[src/rtl/rsa_operand_shiftreg.sv]
// rsa_operand_shiftreg: WIDTH-bit Montgomery operand register with N-source parallel load and LSB-first serial scan
// Ports:
//    clk        rising-edge clock
//    rstb       asynchronous active-low reset
//    ena        cycle enable; 0 freezes all state and handshake outputs
//    clear      synchronous clear, active-low, qualified by ena (highest priority)
//    load       parallel load from src_data[src_sel], qualified by ena
//    src_sel    load source index; values >= NSRC load zero
//    src_data   packed sources, source k = src_data[k*WIDTH +: WIDTH]
//    scan_start begin a WIDTH-bit LSB-first scan from IDLE
//    R_o        register contents
//    bit_o      scanned bit, qualified by bit_valid
//    bit_valid  bit_o is valid
//    bit_idx    index of bit_o within the pre-scan operand
//    busy       scan in progress
//    done       one enabled-cycle pulse after the last bit
// Build option: define ROTATE_EN to rotate during the scan (operand restored
// after a full scan); otherwise the scan shifts in zeros.
module rsa_operand_shiftreg #(
   parameter int WIDTH = 8,
   parameter int NSRC  = 2,
   parameter int SEL_W = $clog2(NSRC)
) (
   input  logic                     clk,
   input  logic                     rstb,
   input  logic                     ena,
   input  logic                     clear,
   input  logic                     load,
   input  logic [SEL_W-1:0]         src_sel,
   input  logic [NSRC*WIDTH-1:0]    src_data,
   input  logic                     scan_start,
   output logic [WIDTH-1:0]         R_o,
   output logic                     bit_o,
   output logic                     bit_valid,
   output logic [$clog2(WIDTH)-1:0] bit_idx,
   output logic                     busy,
   output logic                     done
);
   localparam int IW = $clog2(WIDTH);
   localparam logic [0:0] IDLE = 1'b0;
   localparam logic [0:0] SCAN = 1'b1;
   logic [0:0]       r_state;
   logic [WIDTH-1:0] r_reg;
   logic             r_bit;
   logic             r_valid;
   logic [IW-1:0]    r_idx;
   logic             r_done;
   logic [WIDTH-1:0] w_src;
   logic [WIDTH-1:0] w_shift;
   logic             w_last;
   // out-of-range selects fall through to zero
   always_comb begin
      w_src = '0;
      for (int k = 0; k < NSRC; k++)
         if (src_sel == SEL_W'(k)) w_src = src_data[k*WIDTH +: WIDTH];
   end
`ifdef ROTATE_EN
   assign w_shift = {r_reg[0], r_reg[WIDTH-1:1]};
`else
   assign w_shift = {1'b0, r_reg[WIDTH-1:1]};
`endif
   assign w_last = r_idx == IW'(WIDTH-1);
   always_ff @(posedge clk or negedge rstb) begin
      if (!rstb) begin
         r_state <= IDLE;
         r_reg   <= '0;
         r_bit   <= 1'b0;
         r_valid <= 1'b0;
         r_idx   <= '0;
         r_done  <= 1'b0;
      end else if (ena) begin
         if (!clear || load) begin
            r_state <= IDLE;
            r_reg   <= clear ? w_src : '0;
            r_bit   <= 1'b0;
            r_valid <= 1'b0;
            r_idx   <= '0;
            r_done  <= 1'b0;
         end else if (r_state == SCAN) begin
            // last bit already presented: leave SCAN and pulse done
            if (w_last) begin
               r_state <= IDLE;
               r_valid <= 1'b0;
               r_done  <= 1'b1;
            end else begin
               r_bit   <= r_reg[0];
               r_idx   <= r_idx + 1'b1;
               r_reg   <= w_shift;
            end
         end else begin
            r_done <= 1'b0;
            r_valid <= scan_start;
            if (scan_start) begin
               r_state <= SCAN;
               r_bit   <= r_reg[0];
               r_idx   <= '0;
               r_reg   <= w_shift;
            end
         end
      end
   end
   assign R_o       = r_reg;
   assign bit_o     = r_bit;
   assign bit_valid = r_valid;
   assign bit_idx   = r_idx;
   assign busy      = r_state == SCAN;
   assign done      = r_done;
endmodule

[config.mk]
export PLATFORM = sky130hd
export DESIGN_NAME = rsa_operand_shiftreg
export DESIGN_NICKNAME = d
export VERILOG_FILES = /design/src/rtl/rsa_operand_shiftreg.sv
export SDC_FILE = /design/constraint.sdc
export NUM_CORES = 1
export LEC_CHECK = 0
export BUFFER_PORTS_ARGS = -buffer_cell sky130_fd_sc_hd__buf_2
export CAP_MARGIN = 15
export CORE_MARGIN = 2
export CORE_UTILIZATION = 44
export CTS_CLUSTER_SIZE = 14
export DETAILED_ROUTE_END_ITERATION = 7
export PLACE_DENSITY = 0.89
export SYNTH_ARGS = -nofsm -noshare
export SYNTH_HDL_FRONTEND = slang
export SYNTH_SLANG_ARGS = --single-unit
[constraint.sdc]
create_clock -name clk -period 2.1 [get_ports clk]
set_clock_uncertainty 0.15 [all_clocks]
set_input_delay 0.105 -clock clk [delete_from_list [all_inputs] [get_ports clk]]
set_output_delay 0.105 -clock clk [all_outputs]
set_load 0.02 [all_outputs]
* Word level (Yosys, flattened, before mapping)
Cells that the tools add are included.
** Operators by class
- Muxes and demuxes :: 24
- Add/sub/neg operators :: 1
- Reduce and logical (&&, ||, !) cells :: 5
- Equality and inequality tests :: 3
** Operators by type and width (count)
- 8-bit two-way mux :: 6
- 1-bit two-way mux :: 14
- 3-bit two-way mux :: 4
- 3-bit by 1-bit adder with 3-bit output, second input constant :: 1
- 3-bit equality test, second input constant :: 1
- 3-bit by 1-bit != test with 1-bit output, second input constant :: 1
- 3-bit by 2-bit != test with 1-bit output, second input constant :: 1
- 3-bit AND reduction :: 1
- 3-bit nonzero test :: 1
- 2-bit AND reduction :: 1
- 1-bit logical NOT :: 1
- 1-bit logical OR :: 1
** Storage, ports and cells
- Word-level logic and storage cells :: 39
- Input bits :: 23
- Register bits after elaboration :: 15

* Longest topological paths before layout
Gate-level depths: netlist of the first run.
- Word-level depth :: 4
- Gate-level depth with buffers :: 6
- Gate-level depth less buffers :: 5

* Worst setup path after synthesis of the first run
Ideal clock, no wire load.
- Path type :: flip-flop to flip-flop
- From :: reg r_idx[0], in the netlist bit_idx[0]
- To :: reg r_reg[0], in the netlist R_o[0]
- Cell stages (with the launch flop) :: 7
- Slack :: 0.218 ns
- Required time :: 1.824 ns
- Arrival :: 1.606 ns
- Period minus slack after synthesis :: 1.882 ns
- Cell sequence :: dfrtp_1 ha_1 ha_1 nor2b_4 o41ai_4 buf_6 a221o_1
** Between the ends
- Cells in the longest elaborated chain, start to end :: 3
** Ends and longest elaborated chain
- start, declared :: RTL line 46 : logic [IW-1:0] r_idx;
- start signal, assigned :: RTL line 87 : r_idx <= r_idx + 1'b1;
- 3-bit equality test :: RTL line 62 : assign w_last = r_idx == IW'(WIDTH-1);
- 3-bit by 2-bit != test with 1-bit output (no source line)
- 3-bit AND reduction (no source line)
- end signal, assigned :: RTL line 74 : r_reg <= clear ? w_src : '0;
- end signal, assigned :: RTL line 88 : r_reg <= w_shift;
- end signal, assigned :: RTL line 97 : r_reg <= w_shift;
- end, declared :: RTL line 43 : logic [WIDTH-1:0] r_reg;
Every way passes these cells.
A chain may end at the register's enable or synchronous reset.

* Final worst setup path of the first run
- From :: reg r_idx[0], in the netlist bit_idx[0]
- To :: reg r_reg[4], in the netlist R_o[4]
Same word-level chain as after synthesis.

==> flow_summary.ini, run 1 <==
[run_status]
status = completed

[grt]
overflow = 0
grt_max_degree = 16
antenna_found_initial = 0
groute.usage.overall_pct = 17.0
grt_pass1_wl_um = 2600
grt_pass1_vias = 650

[synthesis]
synth_flop_cell = dfrtp_1
yosysUniqueCellTypes = 25
yosys_warnings = 0
syn_area_um2 = 782
synth_cells = 63
avgSynthCellArea_um2 = 12.4
syn_nets = 88
yosys_register_bits = 15
ys_seq_area_share_pct = 48.0
synthArstFlopShare_pct = 100
synth_edf_count = 0

[run]
cap_viol_max_count = 0

[timing]
period_needed_ns = 1.93
setup_viol = 0
maxSlewViolCount = 0
maxSlewHeadroom_pct = 77.2
rsz0062_at_grt = no
maxClockFrequency_ghz = 0.519
worst_pin_slew_ns = 0.339
setup_tns_ns = 0
hold_viol = 0
fin_crit_sh_pct = 91.8

[final_layout]
final_cell_mix = 37 x buf_2, 15 x dfrtp_1, 8 x mux2i_1, 7 x nor2_1, 7 x a221o_1
multiInputGateArea_um2 = 364
final_common_cell = buf_2
regArea_um2 = 375
layout.nets = 131
antenna_cells = 0
syn_to_final_growth_pct = 31.4
num-fill-cells = 141
final_layout_size_suffix_gt1_share_pct = 43.8

[die]
core_area_mm2 = 0.00169
ioPinCount = 38
fp-row-count = 15
die-area_mm2 = 0.00213
start_util_pct = 46.3
die_h_um = 46.2
dieWidth_um = 46.2

[routing]
drc = 0
finalWirelength_um = 1690
routed_via_density = 5.48
ant_nets = 0
drtIter0Drc = 2
dr.pass1.iters = 2
vias = 668
wire_per_inst_um = 13.9

[power_and_ir_drop]
power_leakage_nw = 0.589
switchingPower_w = 0.000174
peakVddDrop_uv = 403
clockPowerShare_pct = 26.4
comb_power_share_pct = 21.6
power_frac_seq_pct = 52.0
internal-power_w = 0.000441
power.density_mw_per_mm2 = 600
fin_total_pwr_w = 0.000616
sw_frac_of_total_pct = 28.3

[cts]
htreeDepth = 1
clock_latency_ns = 0.27
cts.repair.resized = 0
cts_root_buf = clkbuf_4
clkSinkCount = 15
cts_setup_buffers = 0
tritoncts.num_buffers = 3
cts.path.max_buffers = 2
cts_tree = yes
clk_pin_slew_ns = 0.09
ctsHoldBuffers = 4

[worst_setup_path]
crit_type = reg2reg
crit_arrival_ns = 1.94
cp-end-kind = flip-flop
cp_max_fo = 12
crit_required_ns = 2.11
crit_path_start_kind = flip-flop

[placement]
numPortBuffers = 37
gp_congestion = 0.828
hpwl_um = 1290

[hold_path]
hold_class = in2reg
[state kept, by name, indices dropped and copies added, names as in the netlist]
name and cells:
R_o 8, bit_idx 3, bit_o 1, bit_valid 1, busy 1, done 1
[path summary, 6_finish.rpt]
kind / startpoint / depth (start not counted) / to / slack [ns]
max in group asynchronous: rstb / 2 / R_o[2] / 1.45
worst min register to register: bit_valid / 1 / bit_valid / 0.36
min in group asynchronous: rstb / 2 / done / 0.11
worst min-delay path: src_data[5] / 4 / R_o[5] / 0.02
worst max register to register: bit_idx[0] / 6 / R_o[4] / 0.17
worst max-delay path: bit_idx[0] / 6 / R_o[4] / 0.17
[routing by layer]
| layer | GRT usage (%) | routed length, um |
|---|---|---|
| met3 | 2.75 | 54 |
| met2 | 30.0 | 832 |
| met4 | 8.57 | 31 |
| met5 | 0 | 0 |
| met1 | 19.6 | 772 |
[synthesized netlist by cell type, types with 2 or more instances]
cell	number	area [um^2]
a21oi_1	2	10.0
a221o_1	7	70.1
a22o_1	3	26.3
buf_6	2	22.5
dfrtp_1	15	375
ha_1	2	25.0
mux2i_1	8	80.1
nor2_1	7	26.3
[area by class of cell]
| class | count | area share, % |
|---|---|---|
| clock buffer | 4 | 2.56 |
| inverter | 2 | 0.731 |
| multi-input combinational | 42 | 35.4 |
| sequential | 15 | 36.5 |
| tap | 17 | 2.07 |
| timing repair buffer | 42 | 22.7 |
[worst max-delay path, cell delays in order (launching register included)]
cell	delay, ns
dfrtp_1	0.42
ha_1	0.22
ha_1	0.25
nor2b_4	0.16
o41ai_4	0.08
buf_4	0.19
a221o_1	0.35
[cell families (layout without fill, tap and decap cells)]
family | after synthesis | after routing | share of synthesized area [%]
flops | 15 | 15 | 48.0
fa+ha+maj | 2 | 2 | 3.20
simple gates | 13 | 13 | 9.28
buf+inv | 6 | 48 | 5.44
compound gates | 18 | 18 | 22.4
mux | 9 | 9 | 11.7
[per-stage QoR]
| step | utilization [%] | hold WS [ns] | std cells | setup WS, ns | cell area, um^2 |
|---|---|---|---|---|---|
| final | 60.8 | 0.0189 | 122 | 0.173 | 1030 |
| after global routing | 60.8 | 0.0274 | 122 | 0.0750 | 1030 |
| after floorplan | - | -0.341 | 63 | 0.218 | 782 |
| after CTS | 60.8 | 0.0195 | 122 | 0.178 | 1030 |
| after global placement | 56.9 | -0.135 | 114 | 0.271 | 961 |
| after detailed placement | 56.9 | -0.125 | 114 | 0.190 | 961 |
[power groups by stage]
stage	Combinational, W	Clock (W)	Sequential [W]
floorplan	0.0000563	0	0.000346
global placement	0.000123	0	0.000326
detailed placement	0.000128	0	0.000326
CTS	0.000134	0.000163	0.000320
global route	0.000145	0.000176	0.000323
finish	0.000133	0.000162	0.000321
(Power assumes the default switching activity.)
==> run 2: changes to the inputs <==
Settings changed: PLACE_DENSITY 0.89 to unset, PLACE_DENSITY_LB_ADDON set to 0.08.
==> run 2 against run 1 <==
Net effect:
- clock power about the same
- core utilization up 0.52 points
- first-iteration DRC count down 50%
- worst setup slack better by 0.053 ns
- flip-flop and latch count unchanged
- cell area up 0.85%
- clock-buffer cell count down 1
- sequential power about the same
- global-route usage down 2.6 points
- non-clock buffer count up 1
- critical path type unchanged
- highest routed layer unchanged
==> flow_summary.ini, run 2 (synthesis results as in run 1) <==
[die]
fp-row-count = 15
ioPinCount = 38
die_h_um = 46.2
die-area_mm2 = 0.00213
dieWidth_um = 46.2
core_area_mm2 = 0.00169
start_util_pct = 46.3

[grt]
grt_max_degree = 16
grt_pass1_wl_um = 2210
groute.usage.overall_pct = 14.4
grt_use_met2_pct = 22.8
use_met3_pct = 2.35
met1_usage_pct = 19.8
overflow = 0
antenna_found_initial = 0
top_usage_layer = met2
grt_pass1_vias = 526

[timing]
worst_slack_ns = 0.226
fin_crit_sh_pct = 89.2
period_needed_ns = 1.87
maxSlewHeadroom_pct = 78.6
maxClockFrequency_ghz = 0.534
setup_viol = 0
setup_tns_ns = 0
worst_pin_slew_ns = 0.318
rsz0062_at_grt = no
hold_viol = 0
maxSlewViolCount = 0

[cts]
htreeDepth = 1
cts.path.max_buffers = 2
cts_tree = yes
clk_pin_slew_ns = 0.09
cts_setup_buffers = 0
cts.repair.resized = 0
cts_root_buf = clkbuf_4
clock_latency_ns = 0.28
tritoncts.num_buffers = 3
clkSinkCount = 15

[placement]
dp_slack_ns = 0.236
gp_congestion = 0.816
numPortBuffers = 37

[final_layout]
final_common_cell = buf_2
syn_to_final_growth_pct = 32.5
final_cell_mix = 37 x buf_2, 15 x dfrtp_1, 8 x mux2i_1, 7 x nor2_1, 7 x a221o_1
num-fill-cells = 146
layout.nets = 132
antenna_cells = 0
final_layout_size_suffix_gt1_share_pct = 45.3
largest_reg_flops = 8

[worst_setup_path]
crit_arrival_ns = 1.89
ff2ff_setup_slack_ns = 0.23
crit_path_start_kind = flip-flop
cp_max_fo = 8
crit_type = reg2reg
crit_required_ns = 2.11
cp-end-kind = flip-flop

[routing]
drtIter0Drc = 1
drc = 0
vias = 638
dr.pass1.iters = 3
finalWirelength_um = 1470
wire_per_inst_um = 11.9
ant_nets = 0
routed_via_density = 5.19

[power_and_ir_drop]
power_leakage_nw = 0.597
power.density_mw_per_mm2 = 592
fin_total_pwr_w = 0.000613
peakVddDrop_uv = 258

[run]
cap_viol_max_count = 0

[run_status]
status = completed

[hold_path]
hold_class = in2reg
==> run 2: cell count changes in the layout (fill, tap and decap cells not counted), sizes merged <==
cell    previous run  this run
clkinv             0         1
buf               38        39
clkbuf             4         3
==> run 2: path summary, 6_finish.rpt <==
path | start | end | cells past startpoint
max in group asynchronous | rstb | busy | 2
min in group asynchronous | rstb | done | 2
setup reg to reg | bit_idx[0] | R_o[6] | 6
hold / removal | src_data[1] | R_o[1] | 4
hold reg to reg | bit_valid | bit_valid | 1
setup / recovery | bit_idx[0] | R_o[6] | 6
==> run 2: critical path: stages, from the launching register on <==
cell and delay [ns]:
dfrtp_1 0.41, ha_1 0.20, ha_1 0.24, nor2b_4 0.16, o41ai_4 0.09, buf_4 0.17
a221o_1 0.34
==> run 2: layer usage <==
metal | vias to the layer above | part of all wire (%)
met2 | 29 | 46
met4 | 0 | 0.75
li1 | 326 | -
met1 | 281 | 47
met3 | 2 | 6.3
met5 | - | 0
==> run 2: what timing repair did <==
| action | CTS | global route |
|---|---|---|
| hold buffers | 4 | 0 |
| hold endpoints to repair | 17 | 0 |
| endpoints found under the setup margin | 0 | 0 |
==> run 2: power breakdown <==
group	total (W)	switching, W	leakage (nW)	internal [W]
registers	0.000321	0.0000146	0.204	0.000306
logic	0.000132	0.0000685	0.375	0.0000635
clock network	0.000160	0.0000899	0.0177	0.0000706
total	0.000613	0.000173	0.597	0.000440
==> run 2: layout make-up <==
class                           count  area (um^2)  area share [%]
Clock inverter                      1         5.00           0.483
Multi-Input combinational cell     42          364            35.1
Timing Repair Buffer               43          240            23.2
Tap cell                           17         21.3            2.05
Inverter                            2         7.51           0.725
Sequential cell                    15          375            36.2
Clock buffer                        3         22.5            2.17
==> run 2: metrics by stage <==
step | util (%) | cells | hold WS, ns | cell area, um^2
floorplan | - | 63 | -0.341 | 782
global placement | 57.3 | 115 | -0.130 | 968
detailed placement | 57.3 | 115 | -0.128 | 968
CTS | 61.3 | 123 | 0.00803 | 1040
global route | 61.3 | 123 | 0.0228 | 1040
finish | 61.3 | 123 | 0.00874 | 1040
==> run 3: changes to the inputs <==
Settings changed: CORE_ASPECT_RATIO set to 1.1, TNS_END_PERCENT set to 50.
==> run 3 against run 2 <==
Net effect:
- sequential power hardly changed
- cell area is 0.12% lower
- critical path depth stayed put
- global-route usage is 1.7 points higher
- worst setup slack worse by 0.011 ns
- maximum frequency is 0.60% lower
- first-iteration DRC count grew to 3.0 times the previous value
- die area hardly changed
- clock-buffer cell count is 1 higher
- total power is 0.66% lower
- non-clock buffer count stayed put
- critical endpoint unchanged
- highest routed layer unchanged
==> flow_summary.ini, run 3 (synthesis results as in run 1) <==
[final_layout]
final_cell_area_mm2 = 0.00103
final_common_cell = buf_2
syn_to_final_growth_pct = 32.3
final_layout_size_suffix_gt1_share_pct = 44.3
layout.nets = 132
final_cell_mix = 37 x buf_2, 15 x dfrtp_1, 8 x mux2i_1, 7 x nor2_1, 7 x a221o_1
largest_reg_flops = 8
antenna_cells = 0

[die]
start_util_pct = 48.4
dieWidth_um = 44.2
fp-row-count = 15
core_area_mm2 = 0.00161
die_h_um = 48.2
ioPinCount = 38
die-area_mm2 = 0.00213

[worst_setup_path]
crit_required_ns = 2.11
cpMostUsedCell = ha_1
critical-path-max-stage-delay_ns = 0.41
crit_arrival_ns = 1.89
rr_worst_depth = 6
crit_path_top_delay_cell = dfrtp_1
cp_max_fo = 8
crit_type = reg2reg
critical_path_depth = 6
crit_path_start_kind = flip-flop
cp-end-kind = flip-flop
critPathBufInv = 1
path_cells = ha_1 > ha_1 > nor2b_4 > o41ai_4 > buf_4 > a221o_1
cp_top_family = adder cells

[routing]
ant_nets = 0
drc = 0
drtIter0Drc = 3
wire_per_inst_um = 12.6
dr.pass1.iters = 4
vias = 680
routed_via_density = 5.53
finalWirelength_um = 1550

[hold_path]
hold_class = in2reg
min_path_cells = 4

[placement]
gp_congestion = 0.842
dpl-instance-area_um2 = 968
hpwl_um = 1210
numPortBuffers = 37

[grt]
grt_max_degree = 16
groute.usage.overall_pct = 16.1
grt_pass1_vias = 629
grt_pass1_wl_um = 2440
antenna_found_initial = 0
overflow = 0

[cts]
cts.path.max_buffers = 2
htreeDepth = 1
cts_tree = yes
tritoncts.num_buffers = 3
clock_latency_ns = 0.27
clkSinkCount = 15
clk_pin_slew_ns = 0.08
cts.repair.resized = 0
cts_setup_buffers = 0
cts_root_buf = clkbuf_4

[timing]
fin_crit_sh_pct = 89.8
hold_viol = 0
worst_pin_slew_ns = 0.322
setup_viol = 0
rsz0062_at_grt = no
maxSlewViolCount = 0
period_needed_ns = 1.88
setup_tns_ns = 0
maxClockFrequency_ghz = 0.531
maxSlewHeadroom_pct = 78.5

[run]
cap_viol_max_count = 0

[power_and_ir_drop]
power.density_mw_per_mm2 = 589
peakVddDrop_uv = 244
power_leakage_nw = 0.594

[run_status]
status = completed
run 3: cell types whose count changed in the layout (fill, tap and decap cells not counted):
cell      previous run  this run
clkbuf_1             0         1
clkinv_2             1         0
run 3: metrics by stage:
stage                     instances  setup slack (ns)  power (W)  util [%]  hold slack, ns
final                           123             0.215   0.000609      64.1          0.0259
after global routing            123             0.133   0.000639      64.1          0.0525
after CTS                       123             0.210   0.000616      64.1          0.0210
after detailed placement        115             0.209   0.000454      60.0          -0.129
after global placement          115             0.272   0.000452      60.0          -0.132
after floorplan                  63             0.218   0.000403         -          -0.341
run 3: routing by layer:
metal / up-vias / part of all wire, % / track usage (%)
li1: 325 / - / -
met1: 320 / 43 / 16.7
met2: 33 / 49 / 31.8
met3: 2 / 6.8 / 2.22
met4: 0 / 1.2 / 9.09
met5: - / 0 / 0
run 3: cell type report:
type	count	area (um^2)
fillers	150	579
repair buffers	43	240
inverters	2	7.51
well taps	17	21.3
flip-flops and latches	15	375
multi-input cells	42	364
clock buffers	4	26.3
run 3: tightest hold or removal path, stage by stage:
cell     delay [ns]
buf_2          0.07
mux2i_1        0.05
nor2_1         0.08
a221o_1        0.10
run 3: worst paths after layout:
kind,startpoint,end,slack (ns)
hold reg to reg,bit_valid,bit_valid,0.35
min in group asynchronous,rstb,busy,0.10
setup / recovery,bit_idx[0],R_o[6],0.22
setup reg to reg,bit_idx[0],R_o[6],0.22
hold / removal,src_data[4],R_o[4],0.03
max in group asynchronous,rstb,R_o[0],1.46
run 3: report_power, final:
group | internal, W | total (W) | leakage [nW] | switching, W
Sequential | 0.000306 | 0.000321 | 0.204 | 0.0000150
Clock | 0.0000734 | 0.000155 | 0.0150 | 0.0000815
Combinational | 0.0000635 | 0.000133 | 0.375 | 0.0000696
Total | 0.000443 | 0.000609 | 0.594 | 0.000166
run 3: timing repair:
action / in CTS / in global routing
hold buffers: 4 / 0
endpoints found under the setup margin: 0 / 0
hold endpoints to repair: 17 / 0
